File: config.mk
export PLATFORM = sky130hd
export DESIGN_NAME = inst_fetch
export DESIGN_NICKNAME = d
export VERILOG_FILES = /design/src/rtl/inst_fetch.sv
export SDC_FILE = /design/constraint.sdc
export NUM_CORES = 1
export LEC_CHECK = 0
export BUFFER_PORTS_ARGS = -buffer_cell sky130_fd_sc_hd__buf_2
export CAP_MARGIN = 0
export CORE_MARGIN = 1.5
export CORE_UTILIZATION = 40
export CTS_BUF_LIST = sky130_fd_sc_hd__clkbuf_16
export CTS_CLUSTER_DIAMETER = 30
export CTS_CLUSTER_SIZE = 30
export DETAILED_ROUTE_END_ITERATION = 16
export PLACE_DENSITY = 0.66
export SLEW_MARGIN = 5
export SYNTH_ARGS = -nofsm -noshare
export SYNTH_HDL_FRONTEND = slang
export SYNTH_SLANG_ARGS = --single-unit
export TNS_END_PERCENT = 100
File: constraint.sdc
create_clock -name clk -period 3.6 [get_ports clk]
set_input_delay 0.72 -clock clk [delete_from_list [all_inputs] [get_ports clk]]
set_output_delay 0.72 -clock clk [all_outputs]
set_load 0.1 [all_outputs]
File: src/rtl/inst_fetch.sv
// -----------------------------------------------------------------------------
// inst_fetch : instruction-fetch front end.
//
// Takes the PC, runs a req/ack handshake with a variable-latency instruction
// memory, latches the returned word and hands back inst / inst_pc / npc with
// a one-cycle inst_valid pulse. stall is high for every cycle a fetch is
// outstanding. Misaligned PCs never reach memory; they complete the next
// cycle with fetch_err and a NOP.
//
// Optional feature, enabled by defining the macro IFETCH_TIMEOUT_EN:
//   a wait counter aborts a request that sees no ack for TIMEOUT cycles and
//   completes it with fetch_err and a NOP. Without the macro there is no
//   counter and a request waits for its ack indefinitely.
//
// Memory handshake: imem_req rises on the edge that accepts a fetch and stays
// high, with imem_addr frozen, until the edge on which imem_ack is sampled
// high; that edge transfers imem_rdata. imem_ack is ignored while imem_req is
// low, so a late ack after an abort or reset has no effect.
// -----------------------------------------------------------------------------
module inst_fetch #(
   parameter int unsigned          ADDR_W   = 32,
   parameter int unsigned          DATA_W   = 32,
   parameter int unsigned          TIMEOUT  = 15,
   parameter logic [DATA_W-1:0]    NOP_INST = 32'h0000_0013
) (
   input  logic              clk,
   input  logic              rst_n,
   input  logic              fetch_en,
   input  logic [ADDR_W-1:0] pc,
   output logic              imem_req,
   output logic [ADDR_W-1:0] imem_addr,
   input  logic              imem_ack,
   input  logic [DATA_W-1:0] imem_rdata,
   output logic [DATA_W-1:0] inst,
   output logic [ADDR_W-1:0] inst_pc,
   output logic [ADDR_W-1:0] npc,
   output logic              inst_valid,
   output logic              stall,
   output logic              fetch_err,
   output logic              dbg_state_o
);

   typedef enum logic {
      IDLE = 1'b0,
      REQ  = 1'b1
   } state_t;

   state_t              state_q;
   logic                imem_req_q;
   logic [ADDR_W-1:0]   imem_addr_q;
   logic [DATA_W-1:0]   inst_q;
   logic [ADDR_W-1:0]   inst_pc_q;
   logic [ADDR_W-1:0]   npc_q;
   logic                inst_valid_q;
   logic                fetch_err_q;

   // Next-npc candidates: one for a completed memory fetch, one for a
   // misaligned PC that is answered without touching memory.
   logic [ADDR_W-1:0]   ack_npc_d;
   logic [ADDR_W-1:0]   pc_npc_d;
   logic                pc_aligned_d;

`ifdef IFETCH_TIMEOUT_EN
   logic [7:0]          wait_cnt_q;
   logic                timeout_hit_d;
`endif

   // Address arithmetic is unsigned and wraps modulo 2^ADDR_W.
   always_comb begin
      ack_npc_d    = imem_addr_q + ADDR_W'(4);
      pc_npc_d     = pc + ADDR_W'(4);
      pc_aligned_d = (pc[1:0] == 2'b00);
   end

`ifdef IFETCH_TIMEOUT_EN
   // Abort point: the REQ cycle whose counter value is TIMEOUT-1.
   always_comb begin
      timeout_hit_d = (wait_cnt_q == 8'(TIMEOUT - 1));
   end
`endif

   // Fetch FSM: all outputs registered; pulses default low every cycle.
   always_ff @(posedge clk) begin
      if (!rst_n) begin
         state_q      <= IDLE;
         imem_req_q   <= 1'b0;
         imem_addr_q  <= '0;
         inst_q       <= NOP_INST;
         inst_pc_q    <= '0;
         npc_q        <= ADDR_W'(4);
         inst_valid_q <= 1'b0;
         fetch_err_q  <= 1'b0;
`ifdef IFETCH_TIMEOUT_EN
         wait_cnt_q   <= '0;
`endif
      end else begin
         inst_valid_q <= 1'b0;
         fetch_err_q  <= 1'b0;
         case (state_q)
            IDLE: begin
               if (fetch_en) begin
                  if (pc_aligned_d) begin
                     imem_addr_q <= pc;
                     imem_req_q  <= 1'b1;
                     state_q     <= REQ;
`ifdef IFETCH_TIMEOUT_EN
                     wait_cnt_q  <= '0;
`endif
                  end else begin
                     // Misaligned: answer locally with a NOP and an error.
                     inst_q       <= NOP_INST;
                     inst_pc_q    <= pc;
                     npc_q        <= pc_npc_d;
                     inst_valid_q <= 1'b1;
                     fetch_err_q  <= 1'b1;
                  end
               end
            end

            REQ: begin
               // An ack on the same edge as the timeout still completes
               // normally, so ack is tested first.
               if (imem_ack) begin
                  inst_q       <= imem_rdata;
                  inst_pc_q    <= imem_addr_q;
                  npc_q        <= ack_npc_d;
                  inst_valid_q <= 1'b1;
                  imem_req_q   <= 1'b0;
                  state_q      <= IDLE;
               end
`ifdef IFETCH_TIMEOUT_EN
               else if (timeout_hit_d) begin
                  inst_q       <= NOP_INST;
                  inst_pc_q    <= imem_addr_q;
                  npc_q        <= ack_npc_d;
                  inst_valid_q <= 1'b1;
                  fetch_err_q  <= 1'b1;
                  imem_req_q   <= 1'b0;
                  state_q      <= IDLE;
               end else begin
                  wait_cnt_q <= wait_cnt_q + 8'd1;
               end
`endif
            end

            default: begin
               state_q    <= IDLE;
               imem_req_q <= 1'b0;
            end
         endcase
      end
   end

   assign imem_req    = imem_req_q;
   assign imem_addr   = imem_addr_q;
   assign inst        = inst_q;
   assign inst_pc     = inst_pc_q;
   assign npc         = npc_q;
   assign inst_valid  = inst_valid_q;
   assign fetch_err   = fetch_err_q;
   assign stall       = (state_q == REQ);
   assign dbg_state_o = state_q;

endmodule

==> results.cfg, run 1 <==
[status]
status = complete, no violations

[timing]
fin_worst_skew_ns = 0.00793
grt_setup_unrepaired = no
worstMarginPinSlew_ns = 0.806
tns_ns = 0
setup_viol = 0
period_needed_ns = 2.79
drv_slew = 0
slew_headroom_pct = 46.0
fin_crit_sh_pct = 77.6
fmax_mhz = 358
hold_viol = 0
whs_ns = 0.457

[setup_path]
rr_worst_depth = 6
cp_max_fo = 70
crit_type = reg2reg
rrSetupSlack_ns = 0.81
cp.arrival_ns = 3.09
reg2reg_from = dbg_state_o$_SDFF_PN0_
crit_path_start_kind = flop
critPathMaxStageDelay_ns = 0.55
crit_slowest_cell = nand4_1
endpoint_kind = flop
path_buf_inv = 1
crit_family = compound AO/OA/AOI/OAI gates
cp_data_required_time_ns = 3.90
reg2reg_to = npc[26]$_SDFFE_PN0P_
cp_cell_sequence = buf_12, nand3_1, a22oi_1, nand4_1, o31a_1, a311o_1

[routing]
drtIter0Drc = 338
drc = 0
viasPerCell = 5.36
num_vias = 5573
drt-pass1-iter-count = 6
wl_per_cell_microns = 16.2
drt_wl_total_microns = 16800
ant_nets = 0

[floorplanning]
die_h_microns = 125
die_w_microns = 125
die_area_sq_um = 15600
start_util_pct = 40.9
fp-row-count = 44
core_area_sq_um = 14500
ios = 201

[global_route]
grt_max_degree = 71
overflow = 0
groute.usage.overall_pct = 21.4
grt_pass1_vias = 5046
antenna_found_initial = 0
grt_pass1_wl_microns = 26900

[cts]
cts_buffer_depth = 2
cts_tree = done
cts_buffers = 17
clkSinkCount = 130
clk_root_buffer_cell = clkbuf_16
cts_hold_buf = 0
cts_resized = 0
post_cts_buffers = 0
insertion_delay_ns = 0.41
path_clk_slew_ns = 0.06
h-tree-depth = 4

[placed_design]
place.gp.congestion = 0.770
hpwlAfterDp_microns = 12000
portBuffers = 200
placed_cell_area_sq_um = 7070

[pwr]
combPwrFrac_pct = 23.9
switchingPower_mw = 1.43
peakVddDrop_uv = 295
p_int_mw = 2.69
pwr-share-seq_pct = 37.8
p_total_mw = 4.12
p_leak_nw = 3.44
pwr_density_cell_nw_per_um2 = 542
clockPowerShare_pct = 38.3
switching_share_pct = 34.7

[logic_synthesis]
synthArstFlopShare_pct = 0
synth_flop_cell = dfxtp_1
ys_ff_latch = 130
yosysWarnings = 0
synth_seq_area_share_pct = 43.7
syn_inst = 665
synth_nets = 734
synth.distinct_cells = 55
syn_avg_cell_area_sq_um = 8.95
syn-cell-area_sq_um = 5950
synth_edf_count = 0

[cells_and_area]
antennaDiodeCount = 0
final_cell_area_sq_um = 7600
drive_above_1_share_pct = 29.8
nets = 914
area_growth_syn_to_layout_pct = 27.7

[hold_path]
min_path_cells = 2
hold_path_class = reg2reg
min_to = npc[7]$_SDFFE_PN0P_
worstHoldStart = npc[7]$_SDFFE_PN0P_

[run]
cap_violations = 0
worst max-delay path by stage:
stage,endpoint,startpoint,slack (ns),depth (start not counted)
after floorplan,npc[26]$_SDFFE_PN0P_,dbg_state_o$_SDFF_PN0_,0.26,12
after global placement,npc[26]$_SDFFE_PN0P_,pc[3],0.57,8
after detailed placement,npc[26]$_SDFFE_PN0P_,pc[2],0.51,8
after CTS,npc[26]$_SDFFE_PN0P_,dbg_state_o$_SDFF_PN0_,0.88,6
after global routing,npc[26]$_SDFFE_PN0P_,dbg_state_o$_SDFF_PN0_,0.64,6
final,npc[26]$_SDFFE_PN0P_,dbg_state_o$_SDFF_PN0_,0.81,6
power by group through the flow:
| stage | logic (mW) | registers [mW] | clock network (mW) |
|---|---|---|---|
| finish | 0.987 | 1.56 | 1.58 |
| CTS | 0.990 | 1.56 | 1.61 |
| floorplan | 0.262 | 2.11 | 0 |
| detailed placement | 0.988 | 1.59 | 0 |
| global placement | 0.985 | 1.59 | 0 |
| global route | 1.03 | 1.57 | 1.67 |
through the flow:
stage / setup WS [ns] / utilization, % / std cells
finish: 0.808 / 52.3 / 1039
global route: 0.639 / 52.3 / 1039
CTS: 0.880 / 52.3 / 1039
detailed placement: 0.511 / 48.6 / 1010
global placement: 0.572 / 48.6 / 1010
floorplan: 0.260 / - / 665
Yosys cell counts (all sizes together), types with 5 or more instances:
master / n / share of area [%]
nor2b: 30 / 3.2
nand2: 130 / 8.2
a22oi: 33 / 4.5
or4: 5 / 0.63
clkbuf: 31 / 2.0
nand3b: 10 / 1.7
mux2: 5 / 0.95
nand3: 51 / 4.4
and3: 6 / 0.65
buf: 23 / 2.5
nor2: 10 / 0.63
a21oi: 6 / 0.50
o211a: 30 / 5.0
mux2i: 28 / 4.7
a21boi: 40 / 5.0
xnor2: 11 / 1.6
o21ai: 13 / 1.1
nand4: 8 / 0.84
nand4b: 6 / 0.88
nor3b: 8 / 1.0
o22ai: 6 / 0.63
dfxtp: 130 / 44
worst reg2reg max path, stage by stage, from the launching register on:
cell     delay [ns]
dfxtp_2        0.37
buf_12         0.32
nand3_1        0.22
a22oi_1        0.47
nand4_1        0.55
o31a_1         0.45
a311o_1        0.30
flip-flops by register name (all words and copies together), names as in the netlist:
signal and count:
npc 30, fetch_err 1, inst 32, imem_addr 32, inst_valid 1, imem_req 1
dbg_state_o 1, inst_pc 32
final cells by class:
cell class                      instances  area [sq um]
Inverter                                1          3.75
Multi-Input combinational cell        480          3100
Fill cell                            1396          6930
Clock inverter                         12           105
Sequential cell                       130          2600
Clock buffer                           17           425
Tap cell                              184           230
Timing Repair Buffer                  215          1130
cell usage in the layout (no fill, tap or decap), types with 4 or more instances in the layout:
cell	instances
a21oi_1	5
a22oi_1	31
inv_1	5
nand4b_1	6
o211ai_1	4
o21ai_0	12
nand3b_1	8
dfxtp_1	129
nor3b_1	8
nand4_1	8
nand2_1	130
nor3_1	4
xnor2_1	11
nor2_1	9
clkbuf_16	17
mux2_2	5
mux2i_1	28
buf_4	15
or4_1	5
nand3_1	50
o22ai_1	6
and2_1	4
a21boi_0	40
nor2b_1	30
and3_1	5
buf_2	199
o211a_1	30
metal layers:
layer  part of all wire (%)  routed length [microns]  track usage, %  up-vias
met5                      0                        0               0        -
met4                    2.2                      376            8.16        0
met3                    5.2                      883            4.58       25
met2                     46                     7810            33.6      186
met1                     46                     7770            28.9     2621
li1                       -                        -               -     2741
logic make-up (layout without fill, tap and decap cells):
family	after synthesis	after routing	share of synthesized area, %
AO/OA/AOI/OAI	155	155	20.5
XOR/XNOR	12	12	1.77
adder cells (fa/ha/maj)	1	1	0.210
buffers and inverters	55	245	4.54
flip-flops	130	130	43.7
multiplexers	33	33	5.66
AND/OR/NAND/NOR	279	279	23.5
No activity file was read; power rests on OpenSTA's default activity.
==> inputs of run 2 (changes only) <==
--- a/config.mk
+++ b/config.mk
@@ -13,7 +13,7 @@
 export CTS_CLUSTER_DIAMETER = 30
 export CTS_CLUSTER_SIZE = 30
 export DETAILED_ROUTE_END_ITERATION = 16
-export PLACE_DENSITY = 0.66
+export PLACE_DENSITY = 0.68
 export SLEW_MARGIN = 5
 export SYNTH_ARGS = -nofsm -noshare
 export SYNTH_HDL_FRONTEND = slang
==> constraint.sdc (replaced) <==
create_clock -name clk -period 2.42 [get_ports clk]
set_input_delay 0.484 -clock clk [delete_from_list [all_inputs] [get_ports clk]]
set_output_delay 0.484 -clock clk [all_outputs]
set_load 0.1 [all_outputs]
==> results.cfg, run 2 (synthesis gave the netlist of run 1 again) <==
[status]
status = complete, no violations

[cts]
h-tree-depth = 4
clk_root_buffer_cell = clkbuf_16
cts_resized = 0
post_cts_buffers = 0
insertion_delay_ns = 0.42
cts_buffers = 17
cts_hold_buf = 0
path_clk_slew_ns = 0.06
cts_tree = done
cts_buffer_depth = 2
clkSinkCount = 130

[floorplanning]
start_util_pct = 40.9
fp-row-count = 44
die_h_microns = 125
core_area_sq_um = 14500
die_w_microns = 125
die_area_sq_um = 15600
ios = 201

[run]
cap_violations = 0

[routing]
drt-pass1-iter-count = 5
drt_wl_total_microns = 16900
wl_per_cell_microns = 16.0
ant_nets = 0
num_vias = 5575
viasPerCell = 5.28
drc = 0
drtIter0Drc = 328

[timing]
slew_headroom_pct = 64.4
drv_slew = 0
hold_viol = 0
setup_viol = 0
whs_ns = 0.298
grt_setup_unrepaired = no
worstMarginPinSlew_ns = 0.538
period_needed_ns = 2.17
fin_worst_skew_ns = 0.00726
fin_crit_sh_pct = 89.6
fmax_mhz = 461

[global_route]
grt_pass1_wl_microns = 26300
met3_usage_pct = 4.79
groute.layer.met2.usage_pct = 32.4
busiest_layer = met2
overflow = 0
antenna_found_initial = 0
grt_max_degree = 54
grt_pass1_vias = 4941
groute.usage.overall_pct = 21.1
met1_usage_pct = 29.2

[pwr]
pwr-share-seq_pct = 35.4
peakVddDrop_uv = 510
switching_share_pct = 33.7
switchingPower_mw = 2.21
pwr_density_cell_nw_per_um2 = 830
p_leak_nw = 3.57
clockPowerShare_pct = 41.7
p_int_mw = 4.34
combPwrFrac_pct = 22.9

[cells_and_area]
drive_above_1_share_pct = 32.7
nets = 928
fin_cells = 1056
antennaDiodeCount = 0
area_growth_syn_to_layout_pct = 32.6
layout_common_cells = buf_2, nand2_1, dfxtp_1
layout_commonest_cell = buf_2

[placed_design]
portBuffers = 200
place.gp.congestion = 0.869
placedCellCount = 1024
hpwlAfterDp_microns = 12200

[hold_path]
min_to = inst[0]$_SDFFE_PN1P_
worstHoldStart = imem_rdata[0]
min_path_cells = 3
hold_path_class = in2reg

[setup_path]
reg2reg_from = dbg_state_o$_SDFF_PN0_
cp_max_fo = 37
rr_worst_depth = 7
rrSetupSlack_ns = 0.25
crit_path_start_kind = flop
reg2reg_to = npc[31]$_SDFFE_PN0P_
crit_start = dbg_state_o$_SDFF_PN0_
cp.arrival_ns = 2.50
endpoint_kind = flop
crit_type = reg2reg
cp_data_required_time_ns = 2.75
## run 2: worst max-delay path by stage
stage,endpoint,slack (ns)
global route,npc[24]$_SDFFE_PN0P_,0.01
detailed placement,npc[26]$_SDFFE_PN0P_,0.1
CTS,npc[31]$_SDFFE_PN0P_,0.26
global placement,npc[26]$_SDFFE_PN0P_,0.17
finish,npc[31]$_SDFFE_PN0P_,0.25
floorplan,npc[26]$_SDFFE_PN0P_,-0.39
## run 2: per-stage QoR
step | setup WS (ns) | utilization [%] | cell area, sq um | TNS [ns] | total power [mW]
after global placement | 0.169 | 49.9 | 7260 | 0 | 3.86
after detailed placement | 0.0995 | 49.9 | 7260 | 0 | 3.86
final | 0.253 | 54.3 | 7890 | 0 | 6.55
after global routing | 0.0138 | 54.3 | 7890 | 0 | 6.78
after floorplan | -0.394 | - | 6010 | -1.45 | 3.54
after CTS | 0.258 | 54.3 | 7890 | 0 | 6.61
## run 2: layer usage
layer	part of all wire, %	routed length (microns)
met5	0	0
met4	1.6	263
met3	5.7	972
met2	45	7670
met1	47	8010
## run 2: final cells by class
type | count | area [sq um]
inverter | 1 | 3.75
tap | 184 | 230
clock buffer | 18 | 450
sequential | 130 | 2620
fill | 1388 | 6640
timing repair buffer | 229 | 1280
clock inverter | 14 | 184
multi-input combinational | 480 | 3120
## run 2: worst max-delay path, cell delays in order, from the launching register on
cell	delay, ns
dfxtp_4	0.40
buf_12	0.20
mux2i_1	0.10
buf_4	0.16
nor3_1	0.42
nand3_2	0.24
o31a_1	0.33
o31ai_1	0.21
## run 2: power by group through the flow
stage / Combinational [mW] / Clock (mW) / Sequential, mW
3_3_place_gp: 1.50 / 0 / 2.36
2_1_floorplan: 0.396 / 0 / 3.15
4_1_cts: 1.50 / 2.78 / 2.32
6_report: 1.50 / 2.73 / 2.32
3_5_place_dp: 1.50 / 0 / 2.36
5_1_grt: 1.57 / 2.88 / 2.33
